**src/rtl/sa_pkg.sv**
```systemverilog
// ---------------------------------------------------------------------------
// sa_pkg
// Shared definitions for the systolic array blocks (core, feeder, result
// drain): array geometry, lane/index/mask types and the drain FSM states.
// ---------------------------------------------------------------------------
package sa_pkg;

    localparam int ROWS = 8;
    localparam int DW   = 32;

    typedef logic [DW-1:0]            result_t;
    typedef logic [$clog2(ROWS)-1:0]  row_idx_t;
    typedef logic [ROWS-1:0]          row_mask_t;

    typedef enum logic [1:0] {
        IDLE  = 2'd0,
        ACK   = 2'd1,
        DRAIN = 2'd2
    } drain_state_t;

endpackage

```
**src/rtl/sa_lsb_enc.sv**
```systemverilog
// ---------------------------------------------------------------------------
// sa_lsb_enc
// Combinational lowest-set-bit encoder for a row mask.
// Ports:
//   mask   - input row mask, bit i = row i
//   idx    - index of the lowest set bit (0 when mask is empty)
//   onehot - exactly one bit of mask is set
//   any    - at least one bit of mask is set
// ---------------------------------------------------------------------------
module sa_lsb_enc #(
    parameter int ROWS = sa_pkg::ROWS,
    localparam int IDXW = $clog2(ROWS)
) (
    input  logic [ROWS-1:0] mask,
    output logic [IDXW-1:0] idx,
    output logic            onehot,
    output logic            any
);

    // Scan from the top down so the lowest set bit is the last to win.
    always_comb begin
        idx = '0;
        for (int i = ROWS - 1; i >= 0; i--) begin
            if (mask[i]) begin
                idx = IDXW'(i);
            end
        end
    end

    assign any    = |mask;
    // Clearing the lowest set bit leaves zero only when a single bit was set.
    assign onehot = any && ((mask & (mask - ROWS'(1))) == '0);

endmodule

```
**src/rtl/sa_result_drain.sv**
```systemverilog
// ---------------------------------------------------------------------------
// sa_result_drain
// Consumer end of the systolic core's result interface. Snapshots the
// per-row results when any row valid is seen, acknowledges the snapshot
// with a one-cycle outread pulse, then serialises the valid rows (lowest
// row first) onto a valid/ready stream.
// Ports:
//   clk, rstn        - clock, asynchronous active-low reset
//   routport         - per-row results from the core (ROWS x DW)
//   rvalidport       - per-row result valids, bit i = row i
//   outread          - one-cycle acknowledge to the core
//   m_data/m_row     - serialised result and its row index
//   m_last           - final beat of the current snapshot
//   m_valid/m_ready  - stream handshake
//   busy             - FSM is not in IDLE
//   results_total    - accepted beat count, wraps silently
// ---------------------------------------------------------------------------
module sa_result_drain
    import sa_pkg::*;
#(
    parameter int ROWS = sa_pkg::ROWS,
    parameter int DW   = sa_pkg::DW,
    parameter int CNTW = 16,
    localparam int IDXW = $clog2(ROWS)
) (
    input  logic                     clk,
    input  logic                     rstn,
    input  logic [ROWS-1:0][DW-1:0]  routport,
    input  logic [ROWS-1:0]          rvalidport,
    output logic                     outread,
    output logic [DW-1:0]            m_data,
    output logic [IDXW-1:0]          m_row,
    output logic                     m_last,
    output logic                     m_valid,
    input  logic                     m_ready,
    output logic                     busy,
    output logic [CNTW-1:0]          results_total
);

    drain_state_t             state_q, state_d;
    logic [ROWS-1:0][DW-1:0]  snap_q, snap_d;
    logic [ROWS-1:0]          mask_q, mask_d;
    logic                     outread_q, outread_d;
    logic                     m_valid_q, m_valid_d;
    logic [DW-1:0]            m_data_q, m_data_d;
    logic [IDXW-1:0]          m_row_q, m_row_d;
    logic                     m_last_q, m_last_d;
    logic [CNTW-1:0]          cnt_q, cnt_d;

    logic [ROWS-1:0]          mask_cleared;
    logic [ROWS-1:0]          enc_mask;
    logic [IDXW-1:0]          enc_idx;
    logic                     enc_onehot;
    logic                     enc_any;
    logic                     accept;

    assign accept       = m_valid_q && m_ready;
    // Mask with the currently presented row removed.
    assign mask_cleared = mask_q & ~(ROWS'(1) << m_row_q);
    // In ACK the encoder looks at the fresh snapshot mask; in DRAIN it looks
    // ahead at the mask as it will be after the current beat is accepted, so
    // the next beat can be registered in the same cycle.
    assign enc_mask     = (state_q == DRAIN) ? mask_cleared : mask_q;

    sa_lsb_enc #(
        .ROWS (ROWS)
    ) u_lsb_enc (
        .mask   (enc_mask),
        .idx    (enc_idx),
        .onehot (enc_onehot),
        .any    (enc_any)
    );

    always_comb begin
        state_d   = state_q;
        snap_d    = snap_q;
        mask_d    = mask_q;
        outread_d = 1'b0;
        m_valid_d = m_valid_q;
        m_data_d  = m_data_q;
        m_row_d   = m_row_q;
        m_last_d  = m_last_q;
        cnt_d     = cnt_q;

        case (state_q)
            IDLE: begin
                // Inputs are only ever sampled here; the core holds them
                // stable until it sees the acknowledge.
                if (|rvalidport) begin
                    snap_d    = routport;
                    mask_d    = rvalidport;
                    outread_d = 1'b1;
                    state_d   = ACK;
                end
            end

            ACK: begin
                m_valid_d = enc_any;
                m_row_d   = enc_idx;
                m_data_d  = snap_q[enc_idx];
                m_last_d  = enc_onehot;
                state_d   = DRAIN;
            end

            DRAIN: begin
                if (accept) begin
                    mask_d = mask_cleared;
                    cnt_d  = cnt_q + CNTW'(1);
                    if (m_last_q) begin
                        m_valid_d = 1'b0;
                        m_data_d  = '0;
                        m_row_d   = '0;
                        m_last_d  = 1'b0;
                        state_d   = IDLE;
                    end else begin
                        m_row_d   = enc_idx;
                        m_data_d  = snap_q[enc_idx];
                        m_last_d  = enc_onehot;
                    end
                end
            end

            default: begin
                state_d   = IDLE;
                m_valid_d = 1'b0;
            end
        endcase
    end

    always_ff @(posedge clk or negedge rstn) begin
        if (!rstn) begin
            state_q   <= IDLE;
            snap_q    <= '0;
            mask_q    <= '0;
            outread_q <= 1'b0;
            m_valid_q <= 1'b0;
            m_data_q  <= '0;
            m_row_q   <= '0;
            m_last_q  <= 1'b0;
            cnt_q     <= '0;
        end else begin
            state_q   <= state_d;
            snap_q    <= snap_d;
            mask_q    <= mask_d;
            outread_q <= outread_d;
            m_valid_q <= m_valid_d;
            m_data_q  <= m_data_d;
            m_row_q   <= m_row_d;
            m_last_q  <= m_last_d;
            cnt_q     <= cnt_d;
        end
    end

    assign outread       = outread_q;
    assign m_valid       = m_valid_q;
    assign m_data        = m_data_q;
    assign m_row         = m_row_q;
    assign m_last        = m_last_q;
    assign busy          = (state_q != IDLE);
    assign results_total = cnt_q;

endmodule

```
**config.mk**
```make
export PLATFORM = sky130hd
export DESIGN_NAME = sa_result_drain
export DESIGN_NICKNAME = d
export VERILOG_FILES = /design/src/rtl/sa_pkg.sv /design/src/rtl/sa_lsb_enc.sv /design/src/rtl/sa_result_drain.sv
export SDC_FILE = /design/constraint.sdc
export NUM_CORES = 1
export LEC_CHECK = 0
export CORE_AREA = 2 2 199 201
export CTS_CLUSTER_DIAMETER = 30
export DETAILED_ROUTE_END_ITERATION = 16
export DIE_AREA = 0 0 201 203
export REMOVE_ABC_BUFFERS = 1
export SETUP_SLACK_MARGIN = 0.1
export SLEW_MARGIN = 10
export SYNTH_ARGS = -nofsm -noshare
export SYNTH_HDL_FRONTEND = slang
export SYNTH_SLANG_ARGS = --single-unit
```
**constraint.sdc**
```tcl
create_clock -name clk -period 2.85 [get_ports clk]
set_input_delay 0.57 -clock clk [delete_from_list [all_inputs] [get_ports clk]]
set_output_delay 0.57 -clock clk [all_outputs]
set_load 0.005 [all_outputs]
```
Word-level counts from Yosys, hierarchy flattened
Index checks and enable logic that the tools add are counted.
- register bits after elaboration: 320
- input port bits: 267
- output and inout port bits: 55
- logic and storage cells: 76
- add/subtract/negate cells: 2
- order comparisons: 1
- eq/ne operators: 5
- shift operators: 1
- mux-type cells: 32
- bitwise operators: 4
- reductions and logical operators: 15
- operators with widths (operator ; count):
    32-bit binary-select mux with 3-bit select ; 1
    32-bit 2-to-1 mux ; 3
    32-bit case mux with 2 select lines ; 1
    3-bit 2-to-1 mux ; 10
    8-bit 2-to-1 mux ; 3
    16-bit by 1-bit adder with 16-bit output, second input constant ; 1
    8-bit bitwise AND ; 2
    8-bit case mux with 2 select lines ; 1
    8-bit OR reduction ; 2
    3-bit AND reduction ; 3
    8-bit zero test ; 1
    8-bit NOT ; 1
    1-bit by 3-bit << shifter with 8-bit output, first input constant ; 1
    8-bit by 1-bit subtractor with 8-bit output, second input constant ; 1
    1-bit 2-to-1 mux ; 6
    2-bit 2-to-1 mux ; 3
    2-bit != test, second input constant ; 3
    2-bit case mux with 3 select lines ; 1
    3-bit case mux with 2 select lines ; 1
    2-bit AND reduction ; 3
    2-bit nonzero test ; 3
    3-bit by 4-bit less-than comparator with 1-bit output, second input constant ; 1
    1-bit case mux with 3 select lines ; 1
    2-bit by 1-bit equality test with 1-bit output, second input constant ; 1
    other kinds (5) ; 6

Depth between registers and ports, before layout
- depth in word-level cells: 17
- gate-level depth with buffers: 11
- depth with buffers taken out: 7

Hierarchy
Synthesis repeated with hierarchy kept, for this count alone.
- cells, all modules: 961
- area, all modules: 14378.8 µm²
- by module, submodules not included (module ; times used ; cells each ; area each (µm²) ; sequential area each (µm²)):
    sa_result_drain ; 1 ; 937 ; 14216.1 ; 8007.7
    sa_lsb_enc ; 1 ; 24 ; 162.7 ; 0.0

Worst setup path after synthesis
OpenSTA, ideal clock, no wires.
- path kind: reg-to-reg
- from: register state_q[0]
- to: register m_data_q[10] (netlist: m_data[10])
- setup time: 0.132 ns
- arrival: 2.300 ns
- data required time: 2.718 ns
- slack: 0.418 ns
- cell stages (with the launch flop): 12
- path buffers: 4
- clock period less this slack: 2.432 ns
- cell sequence: dfrtp_1 buf_2 nand4b_4 o32a_1 a211oi_2 o21ai_1 a22oi_2 buf_4 buf_6 buf_6 mux2i_1 o211ai_2
- cells in the longest elaborated chain, start to end: 15
- elaborated cells between the ends (all ways): 19
- classes of those cells: eq/ne (3); mux (14); reduce/logical (2)
- ends and longest elaborated chain (item ; RTL line ; RTL):
    start: declaration ; sa_result_drain.sv:40 ; drain_state_t state_q, state_d;
    start signal: assignment ; sa_result_drain.sv:142 ; state_q <= state_d;
    2-bit equality test ; sa_result_drain.sv:63, sa_result_drain.sv:85 ;
    8-bit 2-to-1 mux ; sa_result_drain.sv:63 ; assign enc_mask = (state_q == DRAIN) ? mask_cleared : mask_q;
    3-bit 2-to-1 mux (8 in series) ; sa_lsb_enc.sv:24 ; if (mask[i]) begin
    32-bit binary-select mux with 3-bit select ; sa_result_drain.sv:100, sa_result_drain.sv:117 ;
    32-bit 2-to-1 mux (implied by the code) ; sa_result_drain.sv:100, sa_result_drain.sv:117 ;
    32-bit 2-to-1 mux ; sa_result_drain.sv:109 ; if (m_last_q) begin
    32-bit 2-to-1 mux ; sa_result_drain.sv:106 ; if (accept) begin
    32-bit case mux with 2 select lines ; sa_result_drain.sv:85 ; case (state_q)
    end signal: assignment ; sa_result_drain.sv:147 ; m_data_q <= m_data_d;
    end: declaration ; sa_result_drain.sv:45 ; logic [DW-1:0] m_data_q, m_data_d;
Parallel ways exist; a longest one is shown, timed or not. The select of a mux whose other input is x is not followed.
A chain may end at the register's enable or synchronous reset.

Worst setup path in the final report
- from: register m_row_q[1] (netlist: m_row[1])
- to: register m_data_q[12] (netlist: m_data[12])
- cells in the longest elaborated chain, start to end: 17
- ends and longest elaborated chain (item ; RTL line ; RTL):
    start: declaration ; sa_result_drain.sv:46 ; logic [IDXW-1:0] m_row_q, m_row_d;
    start signal: assignment ; sa_result_drain.sv:148 ; m_row_q <= m_row_d;
    1-bit by 3-bit << shifter with 8-bit output (*) ; sa_result_drain.sv:59 ; assign mask_cleared = mask_q & ~(ROWS'(1) << m_row_q);
    8-bit NOT (*) ; sa_result_drain.sv:59 ;
    8-bit bitwise AND (*) ; sa_result_drain.sv:59 ;
    8-bit 2-to-1 mux (*) ; sa_result_drain.sv:63 ;
    3-bit 2-to-1 mux (7 in series) ; sa_lsb_enc.sv:24 ;
    3-bit 2-to-1 mux (*) ; sa_lsb_enc.sv:24 ;
    32-bit binary-select mux with 3-bit select (*) ; sa_result_drain.sv:100, sa_result_drain.sv:117 ;
    32-bit 2-to-1 mux (implied by the code) (*) ; sa_result_drain.sv:100, sa_result_drain.sv:117 ;
    32-bit 2-to-1 mux ; sa_result_drain.sv:109 ;
    32-bit 2-to-1 mux ; sa_result_drain.sv:106 ;
    32-bit case mux with 2 select lines (*) ; sa_result_drain.sv:85 ;
Mark *: on every way between the ends. The rest lies on a longest branch, timed or not. The select of a mux whose other input is x is not followed.

==> impl_metrics.json <==
{
  "status": "complete, no violations",
  "ir_drop_mv": 0.787,
  "cts-root-buf": "clkbuf_16",
  "synth_area_sq_um": 15200,
  "worstMarginPinSlew_ns": 0.587,
  "syn_avg_cell_area_sq_um": 12.5,
  "wl_per_cell_microns": 20.5,
  "hold_violations": 0,
  "synth_compound_area_frac": 0.0913,
  "die_y_microns": 203,
  "slowest_delay_ns": 0.60,
  "synth.area.mux_share": 0.279,
  "grt_pass1_wl_microns": 69500,
  "drtIter0Drc": 605,
  "whs_ns": 0.472,
  "r2r_start": "m_row[1]",
  "rows": 72,
  "cts.sinks": 320,
  "rsz0062_at_grt": "true",
  "synthXorXnorAreaFrac": 0.00920,
  "fmax_ghz": 0.381,
  "cts_buffer_depth": 3,
  "synthAdderAreaFrac": 0.000821,
  "synthCells": 1219,
  "critPathMaxFanout": 15,
  "cap_violations": 0,
  "synth-edff-count": 0,
  "grt_max_degree": 76,
  "gr-usage-met2": 0.355,
  "fin_crit_ns": 2.63,
  "path_cells": "or4b_4, o21bai_1, a21boi_4, nor2_4, buf_4, buf_12, mux2i_1, mux2_2, o211ai_2",
  "final_util": 0.580,
  "pin_count": 322,
  "grt_antenna_before_repair": 6,
  "ant_nets": 0,
  "endpoint_kind": "register",
  "yosysSeqAreaShare": 0.526,
  "tritoncts": "yes",
  "synth-simple-area-share": 0.0603,
  "place_congestion": 0.816,
  "coreArea_sq_um": 38500,
  "start_util": 0.396,
  "clk_latency_ns": 0.60,
  "vias_per_cell": 5.19,
  "startpoint_type": "register",
  "ys_ff_latch": 320,
  "grt_util_met1": 0.284,
  "firstDrtPassIters": 5,
  "p_per_area_nw_per_um2": 1400,
  "cts_buffers": 86,
  "slew_viol_final": 0,
  "grt_busiest_layer": "met2",
  "drc": 0,
  "die_area_sq_um": 40800,
  "synth_top_family_by_area": "multiplexers",
  "cp_data_required_time_ns": 3.32,
  "crit_slowest_cell": "or4b_4",
  "path_class": "register to register",
  "cts.clk_slew.worst_paths_ns": 0.05,
  "final_nets": 1859,
  "cp_data_arrival_time_ns": 3.10,
  "grt-ovfl-total": 0,
  "grt_pass1_vias": 12300,
  "wirelength_microns": 44600,
  "die_w_microns": 201,
  "yosys_warnings": 0,
  "setup_viol": 0,
  "worst_clock_skew_ns": 0.0232,
  "slew_headroom": 0.609,
  "drive_gt1_frac": 0.323,
  "startpoint": "m_row[1]",
  "ys_types": 53,
  "area_growth_pct": 46.5,
  "io_buffers": 321,
  "vias": 11300,
  "worstHoldStart": "results_total[15]",
  "ys.flop_type": "dfrtp_1",
  "p_leak_nw": 9.33,
  "gr-usage-met3": 0.0560,
  "hp-class": "register to register",
  "h-tree-depth": 3,
  "async_flop_share": 1.00,
  "fin_crit_sh": 0.922,
  "place_hpwl_microns": 28800,
  "grt_util_all_layers": 0.219
}
-- report_power, final --
part           leakage (nW)  switching (mW)  internal (mW)  total (mW)
sequential             3.79            1.37           6.86        8.24
combinational          4.07            6.50           6.98        13.5
clock                  1.46            2.88           6.73        9.61
total                  9.33            10.8           20.6        31.3
-- kinds of logic after synthesis --
| logic type | after synthesis |
|---|---|
| compound gates | 210 |
| xor+xnor | 16 |
| fa+ha+maj | 1 |
| buf+inv | 98 |
| flops | 320 |
| mux | 388 |
| simple gates | 186 |
-- Yosys cell counts (6+ instances only) --
master      n  area, sq um
mux2i_1    99          991
o211ai_2   32          400
nand3_1    76          380
buf_2      32          160
dfrtp_1   320         8010
inv_1       7         26.3
xnor2_1    11         96.3
a21oi_1    72          360
clkbuf_1   39          146
o21ai_0    77          385
nor2_1     19         71.3
buf_6       6         67.6
a22o_1      7         61.3
mux2_2    289         3250
nand2_1    58          218
-- what timing repair did --
action	4_1_cts	5_1_grt
endpoints found under the hold margin	58	0
resized for setup	1	4
pin swaps	0	2
hold buffers	1	0
endpoints found under the setup margin	1	32
cloned	1	2
buffers inserted	0	3
-- cell type report --
class / count / area [sq um]
Tap cell: 518 / 648
Sequential cell: 320 / 8010
Clock buffer: 111 / 2420
Antenna cell: 4 / 10.0
Clock inverter: 43 / 520
Multi-Input combinational cell: 801 / 6760
Fill cell: 3162 / 16200
Inverter: 7 / 26.3
Timing Repair Buffer: 375 / 3920
-- final timing paths --
kind,slack [ns],to,cells past startpoint
worst max-delay path,0.22,m_data[12],9
worst min-delay path,0.47,results_total[15],1
worst max register to register,0.22,m_data[12],9
worst min register to register,0.47,results_total[15],1
max in group asynchronous,1.42,snap_q[213],3
min in group asynchronous,0.55,outread,2
-- critical path, delay by kind of cell, from the launching register on --
| family | cells | cell delay (ns) |
|---|---|---|
| AND/OR/NAND/NOR | 2 | 0.76 |
| AO/OA/AOI/OAI | 3 | 0.48 |
| flip-flops | 1 | 0.46 |
| multiplexers | 2 | 0.44 |
| buffers and inverters | 2 | 0.35 |
-- cells in the final DEF, fill, tap and decap left out, drive strengths merged, types with 9 or more instances in the layout --
master         instances
clkinv                30
bufinv                 9
o211ai                33
mux2                 289
inv                    9
a21oi                 72
dfrtp                320
nor2                  20
clkbuf               113
clkdlybuf4s50        320
nand3                 76
mux2i                 99
nand2                 58
xnor2                 11
buf                   51
o21ai                 80
-- through the flow --
step	worst slack (ns)	instances	TNS (ns)	cell area [sq um]	power, mW
after CTS	0.103	2170	0	22200	31.4
final	0.223	2179	0	22300	31.3
after floorplan	-12.06	1128	-3344.22	14700	12.5
after global placement	0.0800	2014	0	19300	21.2
after detailed placement	0.0814	2014	0	19300	21.4
after global routing	0.0918	2178	0	22300	33.1
-- layer usage --
metal | wire length, microns | up-vias
met5 | 30 | -
met4 | 856 | 4
met3 | 2630 | 64
met2 | 21300 | 331
met1 | 19800 | 5719
li1 | - | 5199
-- sequential cells by signal, summed over array words and instances (netlist names) --
| signal | cells |
|---|---|
| results_total | 16 |
| m_last | 1 |
| m_data | 32 |
| outread | 1 |
| snap_q | 256 |
| m_valid | 1 |
| mask_q | 8 |
| m_row | 3 |
| state_q | 2 |
No activity file was read; power rests on OpenSTA's default activity.
